### config.mk
export PLATFORM = sky130hd
export DESIGN_NAME = sdhci_cmd_seq
export DESIGN_NICKNAME = d
export VERILOG_FILES = /design/src/rtl/sdhci_cmd_seq.sv
export SDC_FILE = /design/constraint.sdc
export NUM_CORES = 1
export LEC_CHECK = 0
export ABC_CLOCK_PERIOD_IN_PS = 4200
export CORE_MARGIN = 8
export CORE_UTILIZATION = 45
export CTS_CLUSTER_SIZE = 12
export DETAILED_ROUTE_END_ITERATION = 10
export PLACE_DENSITY = 0.7
export SLEW_MARGIN = 20
export SYNTH_ARGS = -nofsm -noshare
export SYNTH_HDL_FRONTEND = slang
export SYNTH_SLANG_ARGS = --single-unit
### constraint.sdc
create_clock -name clk_i -period 4.2 [get_ports clk_i]
set_input_delay 0.63 -clock clk_i [delete_from_list [all_inputs] [get_ports clk_i]]
set_output_delay 0.63 -clock clk_i [all_outputs]
set_load 0.005 [all_outputs]
### src/rtl/sdhci_cmd_seq.sv
// sdhci_cmd_seq: SD CMD-line sequencer.
// Sends a 48-bit command frame (start, transmission, index, argument, CRC7, end),
// waits for the card's response start bit, deserialises a 48- or 136-bit response,
// checks it, then enforces an idle gap before dropping busy_o and pulsing done_o.
// Optional build macro SDHCI_CMD_RESP_CRC_EN: when defined, the receive-side CRC7
// check is built and crc_err_o follows crc_check_en_i; otherwise crc_err_o is 0.
// The transmit CRC7 is always built.
module sdhci_cmd_seq #(
  parameter int RespTimeout = 64,
  parameter int NccGap      = 8
) (
  input  logic         clk_i,
  input  logic         rst_ni,
  input  logic         sd_tick_i,
  input  logic         abort_i,
  input  logic         start_i,
  input  logic [5:0]   cmd_index_i,
  input  logic [31:0]  argument_i,
  input  logic [1:0]   resp_type_i,
  input  logic         crc_check_en_i,
  input  logic         index_check_en_i,
  input  logic         sd_cmd_i,
  output logic         sd_cmd_o,
  output logic         sd_cmd_oe_o,
  output logic         busy_o,
  output logic         done_o,
  output logic [119:0] response_o,
  output logic         timeout_err_o,
  output logic         crc_err_o,
  output logic         end_bit_err_o,
  output logic         index_err_o
);

  typedef enum logic [2:0] {IDLE, SEND, WAIT_START, RECV, GAP} state_e;

  // One shared 8-bit counter serves every state; both parameters must stay below 256.
  localparam logic [7:0] RespLast = 8'(RespTimeout - 1);
  localparam logic [7:0] GapLast  = 8'(NccGap - 1);

  // CRC7, polynomial x^7 + x^3 + 1, one bit per call, MSB-first data.
  function automatic logic [6:0] crc7_step(input logic [6:0] crc, input logic bit_in);
    logic fb;
    fb = bit_in ^ crc[6];
    return {crc[5:0], 1'b0} ^ {3'b000, fb, 2'b00, fb};
  endfunction

  state_e         state_q, state_d;
  logic [7:0]     cnt_q, cnt_d;
  logic [39:0]    tx_sr_q, tx_sr_d;
  logic [6:0]     tx_crc_q, tx_crc_d;
  logic [5:0]     cmd_idx_q, cmd_idx_d;
  logic [1:0]     resp_type_q, resp_type_d;
  logic           idx_chk_q, idx_chk_d;
  logic [5:0]     rx_idx_q, rx_idx_d;
  logic [119:0]   resp_q, resp_d;
  logic           sd_cmd_q, sd_cmd_d;
  logic           oe_q, oe_d;
  logic           done_q, done_d;
  logic           err_to_q, err_to_d;
  logic           err_end_q, err_end_d;
  logic           err_idx_q, err_idx_d;
`ifdef SDHCI_CMD_RESP_CRC_EN
  logic [6:0]     rx_crc_q, rx_crc_d;
  logic           crc_mis_q, crc_mis_d;
  logic           crc_chk_q, crc_chk_d;
  logic           err_crc_q, err_crc_d;
  logic [7:0]     crc_top;
`else
  logic           unused_crc_check_en;
  assign unused_crc_check_en = crc_check_en_i;
`endif

  // pos is the frame bit index handled on the current tick (counter holds bits remaining).
  logic [7:0] pos;
  logic       long_resp;
  logic [7:0] payload_top;

  assign pos         = cnt_q - 8'd1;
  assign long_resp   = (resp_type_q == 2'b01);
  assign payload_top = long_resp ? 8'd127 : 8'd39;
`ifdef SDHCI_CMD_RESP_CRC_EN
  // The long response excludes start/transmission/reserved bits from its CRC.
  assign crc_top     = long_resp ? 8'd127 : 8'd46;
`endif

  // State register.
  always_ff @(posedge clk_i or negedge rst_ni) begin
    if (!rst_ni) state_q <= IDLE;
    else         state_q <= state_d;
  end

  // Next-state logic; every CMD-line step waits for a tick, abort overrides everything.
  always_comb begin
    state_d = state_q;
    if (abort_i) begin
      state_d = IDLE;
    end else begin
      case (state_q)
        IDLE:       if (start_i) state_d = SEND;
        SEND:       if (sd_tick_i && cnt_q == 8'd1)
                      state_d = (resp_type_q == 2'b00) ? GAP : WAIT_START;
        WAIT_START: if (sd_tick_i) begin
                      if (!sd_cmd_i)                state_d = RECV;
                      else if (cnt_q == RespLast)   state_d = GAP;
                    end
        RECV:       if (sd_tick_i && cnt_q == 8'd1) state_d = GAP;
        GAP:        if (sd_tick_i && cnt_q == GapLast) state_d = IDLE;
        default:    state_d = IDLE;
      endcase
    end
  end

  // Output and datapath next values: shifting, CRC, counters, error capture.
  always_comb begin
    cnt_d       = cnt_q;
    tx_sr_d     = tx_sr_q;
    tx_crc_d    = tx_crc_q;
    cmd_idx_d   = cmd_idx_q;
    resp_type_d = resp_type_q;
    idx_chk_d   = idx_chk_q;
    rx_idx_d    = rx_idx_q;
    resp_d      = resp_q;
    sd_cmd_d    = sd_cmd_q;
    oe_d        = oe_q;
    done_d      = 1'b0;
    err_to_d    = err_to_q;
    err_end_d   = err_end_q;
    err_idx_d   = err_idx_q;
`ifdef SDHCI_CMD_RESP_CRC_EN
    rx_crc_d    = rx_crc_q;
    crc_mis_d   = crc_mis_q;
    crc_chk_d   = crc_chk_q;
    err_crc_d   = err_crc_q;
`endif
    if (abort_i) begin
      // Response register is deliberately left untouched on abort.
      cnt_d     = '0;
      sd_cmd_d  = 1'b1;
      oe_d      = 1'b0;
      err_to_d  = 1'b0;
      err_end_d = 1'b0;
      err_idx_d = 1'b0;
`ifdef SDHCI_CMD_RESP_CRC_EN
      err_crc_d = 1'b0;
`endif
    end else begin
      case (state_q)
        IDLE: begin
          if (start_i) begin
            tx_sr_d     = {1'b0, 1'b1, cmd_index_i, argument_i};
            tx_crc_d    = '0;
            cmd_idx_d   = cmd_index_i;
            resp_type_d = resp_type_i;
            idx_chk_d   = index_check_en_i;
            cnt_d       = 8'd48;
            err_to_d    = 1'b0;
            err_end_d   = 1'b0;
            err_idx_d   = 1'b0;
`ifdef SDHCI_CMD_RESP_CRC_EN
            crc_chk_d   = crc_check_en_i;
            err_crc_d   = 1'b0;
`endif
          end
        end
        SEND: begin
          if (sd_tick_i) begin
            oe_d  = 1'b1;
            cnt_d = pos;
            if (cnt_q > 8'd8) begin
              sd_cmd_d = tx_sr_q[39];
              tx_sr_d  = {tx_sr_q[38:0], 1'b0};
              tx_crc_d = crc7_step(tx_crc_q, tx_sr_q[39]);
            end else if (cnt_q > 8'd1) begin
              sd_cmd_d = tx_crc_q[6];
              tx_crc_d = {tx_crc_q[5:0], 1'b0};
            end else begin
              sd_cmd_d = 1'b1;
            end
          end
        end
        WAIT_START: begin
          if (sd_tick_i) begin
            oe_d     = 1'b0;
            sd_cmd_d = 1'b1;
            if (!sd_cmd_i) begin
              cnt_d    = long_resp ? 8'd135 : 8'd47;
              resp_d   = '0;
              rx_idx_d = '0;
`ifdef SDHCI_CMD_RESP_CRC_EN
              rx_crc_d  = '0;
              crc_mis_d = 1'b0;
`endif
            end else if (cnt_q == RespLast) begin
              err_to_d = 1'b1;
              cnt_d    = '0;
            end else begin
              cnt_d = cnt_q + 8'd1;
            end
          end
        end
        RECV: begin
          if (sd_tick_i) begin
            cnt_d = pos;
            if (pos >= 8'd8 && pos <= payload_top)
              resp_d = {resp_q[118:0], sd_cmd_i};
            if (!long_resp && pos >= 8'd40 && pos <= 8'd45)
              rx_idx_d = {rx_idx_q[4:0], sd_cmd_i};
`ifdef SDHCI_CMD_RESP_CRC_EN
            if (pos >= 8'd8 && pos <= crc_top)
              rx_crc_d = crc7_step(rx_crc_q, sd_cmd_i);
            if (pos >= 8'd1 && pos <= 8'd7) begin
              crc_mis_d = crc_mis_q | (sd_cmd_i ^ rx_crc_q[6]);
              rx_crc_d  = {rx_crc_q[5:0], 1'b0};
            end
`endif
            if (pos == 8'd0) begin
              err_end_d = ~sd_cmd_i;
              err_idx_d = idx_chk_q & ~long_resp & (rx_idx_q != cmd_idx_q);
`ifdef SDHCI_CMD_RESP_CRC_EN
              err_crc_d = crc_chk_q & crc_mis_q;
`endif
            end
          end
        end
        GAP: begin
          if (sd_tick_i) begin
            oe_d     = 1'b0;
            sd_cmd_d = 1'b1;
            if (cnt_q == GapLast) begin
              done_d = 1'b1;
              cnt_d  = '0;
            end else begin
              cnt_d = cnt_q + 8'd1;
            end
          end
        end
        default: ;
      endcase
    end
  end

  // Datapath registers; reset releases the CMD line immediately.
  always_ff @(posedge clk_i or negedge rst_ni) begin
    if (!rst_ni) begin
      cnt_q       <= '0;
      tx_sr_q     <= '0;
      tx_crc_q    <= '0;
      cmd_idx_q   <= '0;
      resp_type_q <= '0;
      idx_chk_q   <= 1'b0;
      rx_idx_q    <= '0;
      resp_q      <= '0;
      sd_cmd_q    <= 1'b1;
      oe_q        <= 1'b0;
      done_q      <= 1'b0;
      err_to_q    <= 1'b0;
      err_end_q   <= 1'b0;
      err_idx_q   <= 1'b0;
`ifdef SDHCI_CMD_RESP_CRC_EN
      rx_crc_q    <= '0;
      crc_mis_q   <= 1'b0;
      crc_chk_q   <= 1'b0;
      err_crc_q   <= 1'b0;
`endif
    end else begin
      cnt_q       <= cnt_d;
      tx_sr_q     <= tx_sr_d;
      tx_crc_q    <= tx_crc_d;
      cmd_idx_q   <= cmd_idx_d;
      resp_type_q <= resp_type_d;
      idx_chk_q   <= idx_chk_d;
      rx_idx_q    <= rx_idx_d;
      resp_q      <= resp_d;
      sd_cmd_q    <= sd_cmd_d;
      oe_q        <= oe_d;
      done_q      <= done_d;
      err_to_q    <= err_to_d;
      err_end_q   <= err_end_d;
      err_idx_q   <= err_idx_d;
`ifdef SDHCI_CMD_RESP_CRC_EN
      rx_crc_q    <= rx_crc_d;
      crc_mis_q   <= crc_mis_d;
      crc_chk_q   <= crc_chk_d;
      err_crc_q   <= err_crc_d;
`endif
    end
  end

  // Error flags are only presented alongside the done pulse.
  assign sd_cmd_o      = sd_cmd_q;
  assign sd_cmd_oe_o   = oe_q;
  assign busy_o        = (state_q != IDLE);
  assign done_o        = done_q;
  assign response_o    = resp_q;
  assign timeout_err_o = done_q & err_to_q;
  assign end_bit_err_o = done_q & err_end_q;
  assign index_err_o   = done_q & err_idx_q;
`ifdef SDHCI_CMD_RESP_CRC_EN
  assign crc_err_o     = done_q & err_crc_q;
`else
  assign crc_err_o     = 1'b0;
`endif

endmodule
Word level (Yosys, flattened, before mapping)
Cells that the tools add are included.
{"block": "totals", "register_bits": 199, "latchBits": 0, "ram_bits": 0, "mem_bits_ro": 0, "input_bits": 48, "wordCells": 160, "mem_count": 0}
{"block": "classes", "addsub": 2, "n_mul": 0, "n_div": 0, "magnitude_cmp": 6, "eq_ne": 32, "shift": 0, "mux": 67, "bitwise": 10, "reduce_logical": 28}
{"cell": "$mux W120", "count": 4}
{"cell": "$pmux W120 S2", "count": 1}
{"cell": "$mux W40", "count": 3}
{"cell": "$pmux W40 S2", "count": 1}
{"cell": "$mux W8", "count": 9}
{"cell": "$ne A3 B3 Y1 const B", "count": 12}
{"cell": "$mux W7", "count": 5}
{"cell": "$pmux W8 S4", "count": 1}
{"cell": "$mux W3", "count": 9}
{"cell": "$mux W6", "count": 4}
{"cell": "$mux W1", "count": 22}
{"cell": "$reduce_and A5 Y1", "count": 4}
{"cell": "$reduce_and A6 Y1", "count": 3}
{"cell": "$ne A2 B2 Y1 const B", "count": 8}
{"cell": "$pmux W3 S5", "count": 1}
{"cell": "$pmux W7 S2", "count": 1}
{"cell": "$pmux W6 S2", "count": 1}
{"cell": "$reduce_bool A3 Y1", "count": 4}
{"cell": "$pmux W1 S2", "count": 5}
{"cell": "$add A8 B1 Y8 const B", "count": 1}
{"cell": "$eq A8 B1 Y1 const B", "count": 1}
{"cell": "$eq A8 B3 Y1 const B", "count": 1}
{"cell": "$eq A8 B6 Y1 const B", "count": 1}
{"cell": "$ge A8 B4 Y1 const B", "count": 1}
{"cell": "other kinds (27)", "count": 42}

Longest topological paths before layout
Gate-level depths: netlist of run 1.
{"block": "logic_depth", "word_depth": 8, "mapped_depth": 12, "mapped_depth_nobuf": 10}

Worst setup path after synthesis of run 1
OpenSTA, ideal clock, no wires.
{"block": "synth_path", "path_kind": "flip-flop to flip-flop", "start": "register cnt_q[0]", "end": "register resp_q[81], in the netlist response_o[81]", "setup_ps": 128, "arrival_ps": 2840, "required_time_ps": 4072, "setup_slack_ps": 1233, "stages_incl_launch_ff": 13, "path_buffers": 2, "period_less_slack_ps": 2967, "path_cell_list": "dfrtp_1 -> inv_1 -> ha_1 -> nor3b_1 -> xor2_1 -> ha_1 -> a21o_1 -> o2111a_1 -> a311oi_1 -> o211ai_1 -> buf_6 -> buf_6 -> mux2_1"}
{"block": "synth_between", "elab_chain_len": 5, "word_cells_on_any_way": 6}
{"item": "from (decl)", "line_no": "48", "text": "logic [7:0] cnt_q, cnt_d;"}
{"item": "from (signal assigned)", "line_no": "266", "text": "cnt_q <= cnt_d;"}
{"item": "$sub A8 B1 Y8 (*)", "line_no": "78", "text": "assign pos = cnt_q - 8'd1;"}
{"item": "$ge A8 B4 Y1 / $le A8 B7 Y1 (equally long branches)", "line_no": "204", "text": "if (pos >= 8'd8 && pos <= payload_top)"}
{"item": "$logic_and A1 B1 Y1 (*)", "line_no": "204"}
{"item": "$ne A2 B2 Y1 (no source line) (*)"}
{"item": "$reduce_and A6 Y1 (no source line) (*)"}
{"item": "to (signal assigned)", "line_no": "273", "text": "resp_q <= resp_d;"}
{"item": "to (decl)", "line_no": "55", "text": "logic [119:0] resp_q, resp_d;"}
Every way passes the cells marked *; elsewhere a longest branch is shown, timed or not.
A chain may end at the register's enable or synchronous reset.

Worst setup path in the final report of run 1
{"block": "layout_path", "start": "register cnt_q[0]", "end": "register resp_q[9], in the netlist response_o[9]"}
The elaborated chain is that of the path after synthesis.

==> out/qor.yml, run 1 <==
status: "finished clean"
synth.distinct_cells: 66
clock_skew_ps: 12.87
dr.pass1.iters: 5
route.vias.total: 7538
yosysSeqAreaShare: 0.5044
die_w_um: 164.1
area_delta_synth_final_pct: 25.77
power_density_nw_per_um2: 695.9
synth.cell_area_um2: 9876
insertedDiodeCount: 0
ff2ff_path_depth: 11
path_cells: "inv_1 -> ha_1 -> nor3b_1 -> xor2_1 -> ha_1 -> a21o_1 -> o2111a_1 -> a311oi_1 -> o211ai_1 -> buf_12 -> mux2_2"
synthFlopType: "dfrtp_1"
wl_mm: 24.56
ys_ff_latch: 199
avgViaCountPerCell: 5.339
cp.required_ps: 4520
async_reset_ff_frac: 1.000
start_util: 0.4553
cts_buffers: 17
arrival_ps: 3880
clk_pin_slew_ps: 80
pre_cts_ws_ps: 644.0
drv_cap: 0
setup_viol: 0
row_count: 54
clock_latency_ps: 440
cts_setup_buffers: 0
cp-startpoint: "cnt_q[0]"
cp_slowest_cell: "dfrtp_1"
ant_nets: 0
drv_slew: 0
mappedNetlistNets: 1042
portBuffers: 173
die_h_um: 164.1
globalplace.congestion: 0.8402
hp-class: "input port to async pin"
timing.rr.start: "cnt_q[0]"
rsz0062_at_grt: "no"
grt_antenna_before_repair: 0
drtIter0Drc: 584
cts_tree: "done"
drive_above_1_share: 0.1184
crit_type: "flip-flop to flip-flop"
layout_min_cycle_time_ps: 3558
post_drt_wl_per_cell_um: 17.39
vdd_ir_drop_max_mv: 0.3036
fin_hold_ws_ps: 232.8
synth-edff-count: 0
drc: 0
cts-resized-gates: 0
start_kind: "flip-flop"
worstMarginPinSlew_ps: 943.9
finalSetupTns_ps: 0
timing.final.ws_setup_ps: 642.3
hpwl_mm: 16.29
dpl.cell_count: 1380
postSynthAreaPerCell_um2: 10.03
yosysWarnings: 0
fin_crit_sh: 0.8471
cpPeakStageDelay_ps: 470
cts.path.max_buffers: 2
grt_max_degree: 93
final_cells: 1412
overflow: 0
p_leak_nw: 6.064
grt_pass1_vias: 7446
cp_common_cell: "ha_1"
ctsHoldBuffers: 0
hold_viol: 0
htree_levels: 4
crit_path_max_fanout: 77
slew_headroom: 0.3665
synthCells: 985
track_usage: 0.1835
core-area_um2: 21690
grt_first_pass_wirelength_mm: 39.82
post-route-util: 0.5727
dieArea_um2: 26940
ios: 176
endpoint_kind: "flip-flop"
nets: 1176
clockRootBuffer: "clkbuf_16"
clock-sinks: 199
fmax_mhz: 281.1
[cell type report]
cell class | instances | area, µm²
sequential | 199 | 4981
tap | 280 | 350.3
clock inverter | 15 | 186.4
timing repair buffer | 189 | 1893
fill | 1928 | 9268
clock buffer | 17 | 425.4
inverter | 77 | 289.0
multi-input combinational | 635 | 4295
[Yosys cell counts (2+ instances only)]
| library cell | n | area [µm²] |
|---|---|---|
| dfrtp_1 | 198 | 4955 |
| nand2_1 | 162 | 608.1 |
| inv_1 | 77 | 289.0 |
| a21oi_1 | 73 | 365.4 |
| mux2i_1 | 68 | 680.7 |
| clkbuf_1 | 55 | 206.5 |
| nor2_1 | 54 | 202.7 |
| a31oi_1 | 46 | 287.8 |
| mux2_4 | 38 | 570.6 |
| mux2_2 | 32 | 360.4 |
| o21ai_0 | 23 | 115.1 |
| nand3_1 | 18 | 90.09 |
| xnor2_1 | 10 | 87.58 |
| ha_1 | 9 | 112.6 |
| buf_4 | 7 | 52.55 |
| nor3_1 | 7 | 35.03 |
| and2_1 | 5 | 31.28 |
| buf_6 | 5 | 56.30 |
| nor2b_1 | 5 | 31.28 |
| nor3b_1 | 5 | 37.54 |
| o211ai_1 | 5 | 37.54 |
| or4_1 | 5 | 37.54 |
| buf_2 | 4 | 20.02 |
| nand2b_1 | 4 | 25.02 |
| or3_1 | 4 | 25.02 |
| xor2_1 | 4 | 35.03 |
| a211oi_1 | 3 | 22.52 |
| a21o_1 | 3 | 22.52 |
| buf_1 | 3 | 11.26 |
| nor4_1 | 3 | 18.77 |
| o311ai_0 | 3 | 26.28 |
| a311oi_1 | 2 | 17.52 |
| and3_1 | 2 | 12.51 |
| and3b_1 | 2 | 17.52 |
| nand4_1 | 2 | 12.51 |
| nor4_2 | 2 | 25.02 |
| nor4b_1 | 2 | 17.52 |
| o21bai_1 | 2 | 15.01 |
| o22ai_1 | 2 | 12.51 |
| o32ai_1 | 2 | 17.52 |
| or2_2 | 2 | 12.51 |
| or3b_2 | 2 | 17.52 |
| or4b_2 | 2 | 20.02 |
[per-layer routing]
metal,wire [µm],GRT usage,up-vias
met3,1036,0.02757,39
met1,10900,0.2440,3684
met4,545,0.06529,0
li1,-,-,3623
met5,0,0,-
met2,12070,0.2999,192
[sequential cells by signal, summed over array words and instances, names as in the netlist]
name         flops
err_to_q         1
response_o     120
cnt_q            8
err_idx_q        1
rx_idx_q         6
err_end_q        1
sd_cmd_o         1
done_o           1
tx_crc_q         7
resp_type_q      2
tx_sr_q         40
sd_cmd_oe_o      1
cmd_idx_q        6
state_q          3
idx_chk_q        1
[critical path: cells and delay by family, from the launching register on]
kind	cells	cell delay, ps
AO/OA/AOI/OAI	4	800
XOR/XNOR	1	380
buffers and inverters	2	620
flip-flops	1	470
AND/OR/NAND/NOR	1	320
adder cells (fa/ha/maj)	2	410
multiplexers	1	390
[stage by stage]
step,power [mW],area (µm²)
after global placement,6.944,11800
after detailed placement,7.053,11800
after CTS,8.743,12410
after floorplan,5.268,9876
after global routing,9.269,12420
final,8.644,12420
[placed cells by master (no fill, tap or decap), drive strengths merged, types with 3 or more instances in the layout]
| cell type | instances |
|---|---|
| dfrtp | 198 |
| clkdlybuf4s50 | 172 |
| nand2 | 162 |
| inv | 82 |
| a21oi | 73 |
| mux2 | 71 |
| mux2i | 68 |
| nor2 | 54 |
| a31oi | 46 |
| o21ai | 23 |
| nand3 | 18 |
| clkbuf | 18 |
| buf | 16 |
| xnor2 | 10 |
| ha | 9 |
| clkinv | 8 |
| nor3 | 7 |
| o211ai | 5 |
| and2 | 5 |
| nor3b | 5 |
| or4 | 5 |
| nor2b | 5 |
| nor4 | 5 |
| nand2b | 4 |
| or3 | 4 |
| xor2 | 4 |
| a211oi | 4 |
| a21o | 3 |
| o311ai | 3 |
[where the power goes]
part           switching (mW)  internal, mW  leakage, nW
combinational            1.66          2.02         3.37
clock                   0.852         0.809        0.288
sequential              0.593          2.71         2.41
[worst paths after layout]
path | end | slack [ps]
setup / recovery | response_o[9] | 640
hold / removal | tx_sr_q[25] | 230
setup reg to reg | response_o[9] | 640
hold reg to reg | tx_crc_q[5] | 510
max in group asynchronous | response_o[69] | 2990
min in group clk_i | tx_crc_q[5] | 510
[kinds of logic (layout without fill, tap and decap cells)]
logic type / Yosys count / in the layout / share of synthesized area
other: 1 / 1 / 0.0003797
adders and majority gates: 9 / 9 / 0.01140
DFF: 199 / 199 / 0.5044
buffers and inverters: 151 / 298 / 0.06436
AOI/OAI and AO/OA: 183 / 183 / 0.1126
muxes: 139 / 139 / 0.1643
and+or+nand+nor: 289 / 289 / 0.1301
xor gates and xnor gates: 14 / 14 / 0.01242
No activity file was read; power rests on OpenSTA's default activity.
==> run 2: changes to the inputs <==
--- a/config.mk
+++ b/config.mk
@@ -5,12 +5,12 @@
 export SDC_FILE = /design/constraint.sdc
 export NUM_CORES = 1
 export LEC_CHECK = 0
-export ABC_CLOCK_PERIOD_IN_PS = 4200
+export ABC_CLOCK_PERIOD_IN_PS = 3000
 export CORE_MARGIN = 8
 export CORE_UTILIZATION = 45
 export CTS_CLUSTER_SIZE = 12
 export DETAILED_ROUTE_END_ITERATION = 10
-export PLACE_DENSITY = 0.7
+export PLACE_DENSITY = 0.73
 export SLEW_MARGIN = 20
 export SYNTH_ARGS = -nofsm -noshare
 export SYNTH_HDL_FRONTEND = slang
==> constraint.sdc (replaced) <==
create_clock -name clk_i -period 3 [get_ports clk_i]
set_input_delay 0.45 -clock clk_i [delete_from_list [all_inputs] [get_ports clk_i]]
set_output_delay 0.45 -clock clk_i [all_outputs]
set_load 0.005 [all_outputs]
==> run 2 against run 1 <==
Against the previous run:
- worst hold slack got worse by 200 ps
- worst setup slack got worse by 550 ps
- via count rose by 4.3%
- die area did not move
- combinational power rose by 52%
- largest power group unchanged
- sequential cell count did not move
- critical path type unchanged
- first-iteration DRC count fell by 8.9%
- register-to-register slack got worse by 550 ps
- sequential share of layout area fell by 1.8 points
- final area rose by 4.8%
- non-clock buffer count rose by 51
==> out/qor.yml, run 2 (synthesis gave the netlist of run 1 again) <==
hold_viol: 0  # unchanged
ant_nets: 0  # unchanged
crit_type: "flip-flop to flip-flop"  # unchanged
ctsHoldBuffers: 0  # unchanged
drv_slew: 0  # unchanged
nets: 1227  # was 1176
hpwl_mm: 17.94  # was 16.29 mm
clock_skew_ps: 13.49  # was 12.87 ps
finalSetupTns_ps: 0  # unchanged
final_common_cell: "dfrtp_1"  # unchanged
ff2ff_path_depth: 13  # was 11
setup_viol: 0  # unchanged
start_kind: "flip-flop"  # unchanged
area_delta_synth_final_pct: 31.79  # was 25.77%
worstMarginPinSlew_ps: 760.7  # was 943.9 ps
avgViaCountPerCell: 5.379  # was 5.339
core-area_um2: 21690  # unchanged
dieArea_um2: 26940  # unchanged
grt_antenna_before_repair: 0  # unchanged
start_util: 0.4553  # unchanged
drc: 0  # unchanged
drtIter0Drc: 532  # was 584
cts.path.max_buffers: 2  # unchanged
track_usage: 0.1905  # was 0.1835
wl_mm: 26.11  # was 24.56 mm
htree_levels: 4  # unchanged
route.vias.total: 7864  # was 7538
die_h_um: 164.1  # unchanged
grt_max_degree: 80  # was 93
portBuffers: 173  # unchanged
ios: 176  # unchanged
mostFrequentLayoutCells: "dfrtp_1 (198), clkdlybuf4s50_1 (172), nand2_1 (160), inv_1 (75), a21oi_1 (72)"  # was dfrtp_1 (198), clkdlybuf4s50_1 (172), nand2_1 (161), inv_1 (77), a21oi_1 (72)
insertedDiodeCount: 0  # unchanged
r2r-end: "response_o[93]"  # was response_o[9]
fmax_mhz: 343.4  # was 281.1 MHz
power_density_nw_per_um2: 963.8  # was 695.9 nW/µm²
endpoint_kind: "flip-flop"  # unchanged
clock-sinks: 199  # unchanged
p_leak_nw: 6.416  # was 6.064 nW
timing.rr.start: "cnt_q[0]"  # unchanged
globalplace.congestion: 0.9028  # was 0.8402
drive_above_1_share: 0.1624  # was 0.1184
hp-class: "input port to async pin"  # unchanged
cts_tree: "done"  # unchanged
clock_latency_ps: 430  # was 440 ps
fin_crit_sh: 0.9708  # was 0.8471
die_w_um: 164.1  # unchanged
overflow: 0  # unchanged
cp.required_ps: 3310  # was 4520 ps
layout_min_cycle_time_ps: 2912  # was 3558 ps
largest_register_ffs: 120  # unchanged
status: "finished clean"  # unchanged
power.total_mw: 12.54  # was 8.644 mW
row_count: 54  # unchanged
fin_hold_ws_ps: 28.38  # was 232.8 ps
drv_cap: 0  # unchanged
dr.pass1.iters: 5  # unchanged
clockRootBuffer: "clkbuf_16"  # unchanged
arrival_ps: 3220  # was 3880 ps
clk_pin_slew_ps: 80  # about the same
slew_headroom: 0.4864  # was 0.3665
vdd_ir_drop_max_mv: 0.3951  # was 0.3036 mV
cts_buffers: 17  # unchanged
grt_pass1_vias: 7817  # was 7446
post_drt_wl_per_cell_um: 17.86  # was 17.39 µm
rrSetupSlack_ps: 90  # was 640 ps
grt_first_pass_wirelength_mm: 41.39  # was 39.82 mm
crit_path_max_fanout: 10  # was 77
## run 2: cell types whose count changed in the layout (fill, tap and decap cells not counted), moves of 3 or more
cell | before | now
buf_16 | 0 | 3
buf_4 | 13 | 48
buf_12 | 3 | 6
clkbuf_16 | 17 | 22
buf_6 | 0 | 4
clkinv_8 | 7 | 1
## run 2: how the worst max path moves through the flow
stage	from	end	slack [ps]	depth (start not counted)
global route	cnt_q[0]	response_o[81]	-80	13
detailed placement	cnt_q[0]	response_o[53]	-9	12
floorplan	cnt_q[0]	response_o[81]	30	12
global placement	cnt_q[0]	response_o[51]	70	12
CTS	cnt_q[0]	response_o[51]	70	12
finish	cnt_q[0]	response_o[93]	90	13
## run 2: timing repair
action                                  4_1_cts  5_1_grt
cloned                                        0        6
setup buffers                                 0        4
endpoints found under the setup margin       19       57
gates resized for setup                       1       19
pin swaps                                     0        7
## run 2: layout make-up
type / instances / area, µm²
inverter: 77 / 289.0
timing repair buffer: 240 / 2484
clock inverter: 14 / 166.4
multi-input combinational: 635 / 4319
tap: 280 / 350.3
clock buffer: 17 / 425.4
fill: 1779 / 8673
sequential: 199 / 4981
## run 2: power by group
part,internal (mW),total (mW),switching (mW)
clock,1.25,2.33,1.08
combinational,3.10,5.60,2.50
sequential,3.80,4.61,0.817
total,8.15,12.5,4.40
## run 2: critical path, stage by stage (launching register included)
cell and delay (ps):
dfrtp_1 400, inv_2 60, ha_2 170, nor3b_4 220, xor2_1 230, ha_1 290, a21o_1 210, o2111a_1 130
a311oi_2 180, o211ai_1 110, buf_4 170, clkbuf_16 170, buf_16 150, mux2_4 300
## run 2: metal layers
metal | GRT usage | up-vias | wire [µm]
met2 | 0.3139 | 200 | 12950
met4 | 0.07810 | 0 | 703
met1 | 0.2456 | 3891 | 11220
met5 | 0 | - | 0
li1 | - | 3727 | -
met3 | 0.03108 | 46 | 1225
## run 2: stage by stage
stage                     utilization  setup WS (ps)  cells  cell area [µm²]
after floorplan                     -          32.71    985             9876
after CTS                      0.5892          67.46   1452            12780
final                          0.6001          87.66   1462            13020
after global routing           0.6001         -79.13   1462            13020
after global placement         0.5617          66.13   1421            12180
after detailed placement       0.5617         -8.520   1421            12180
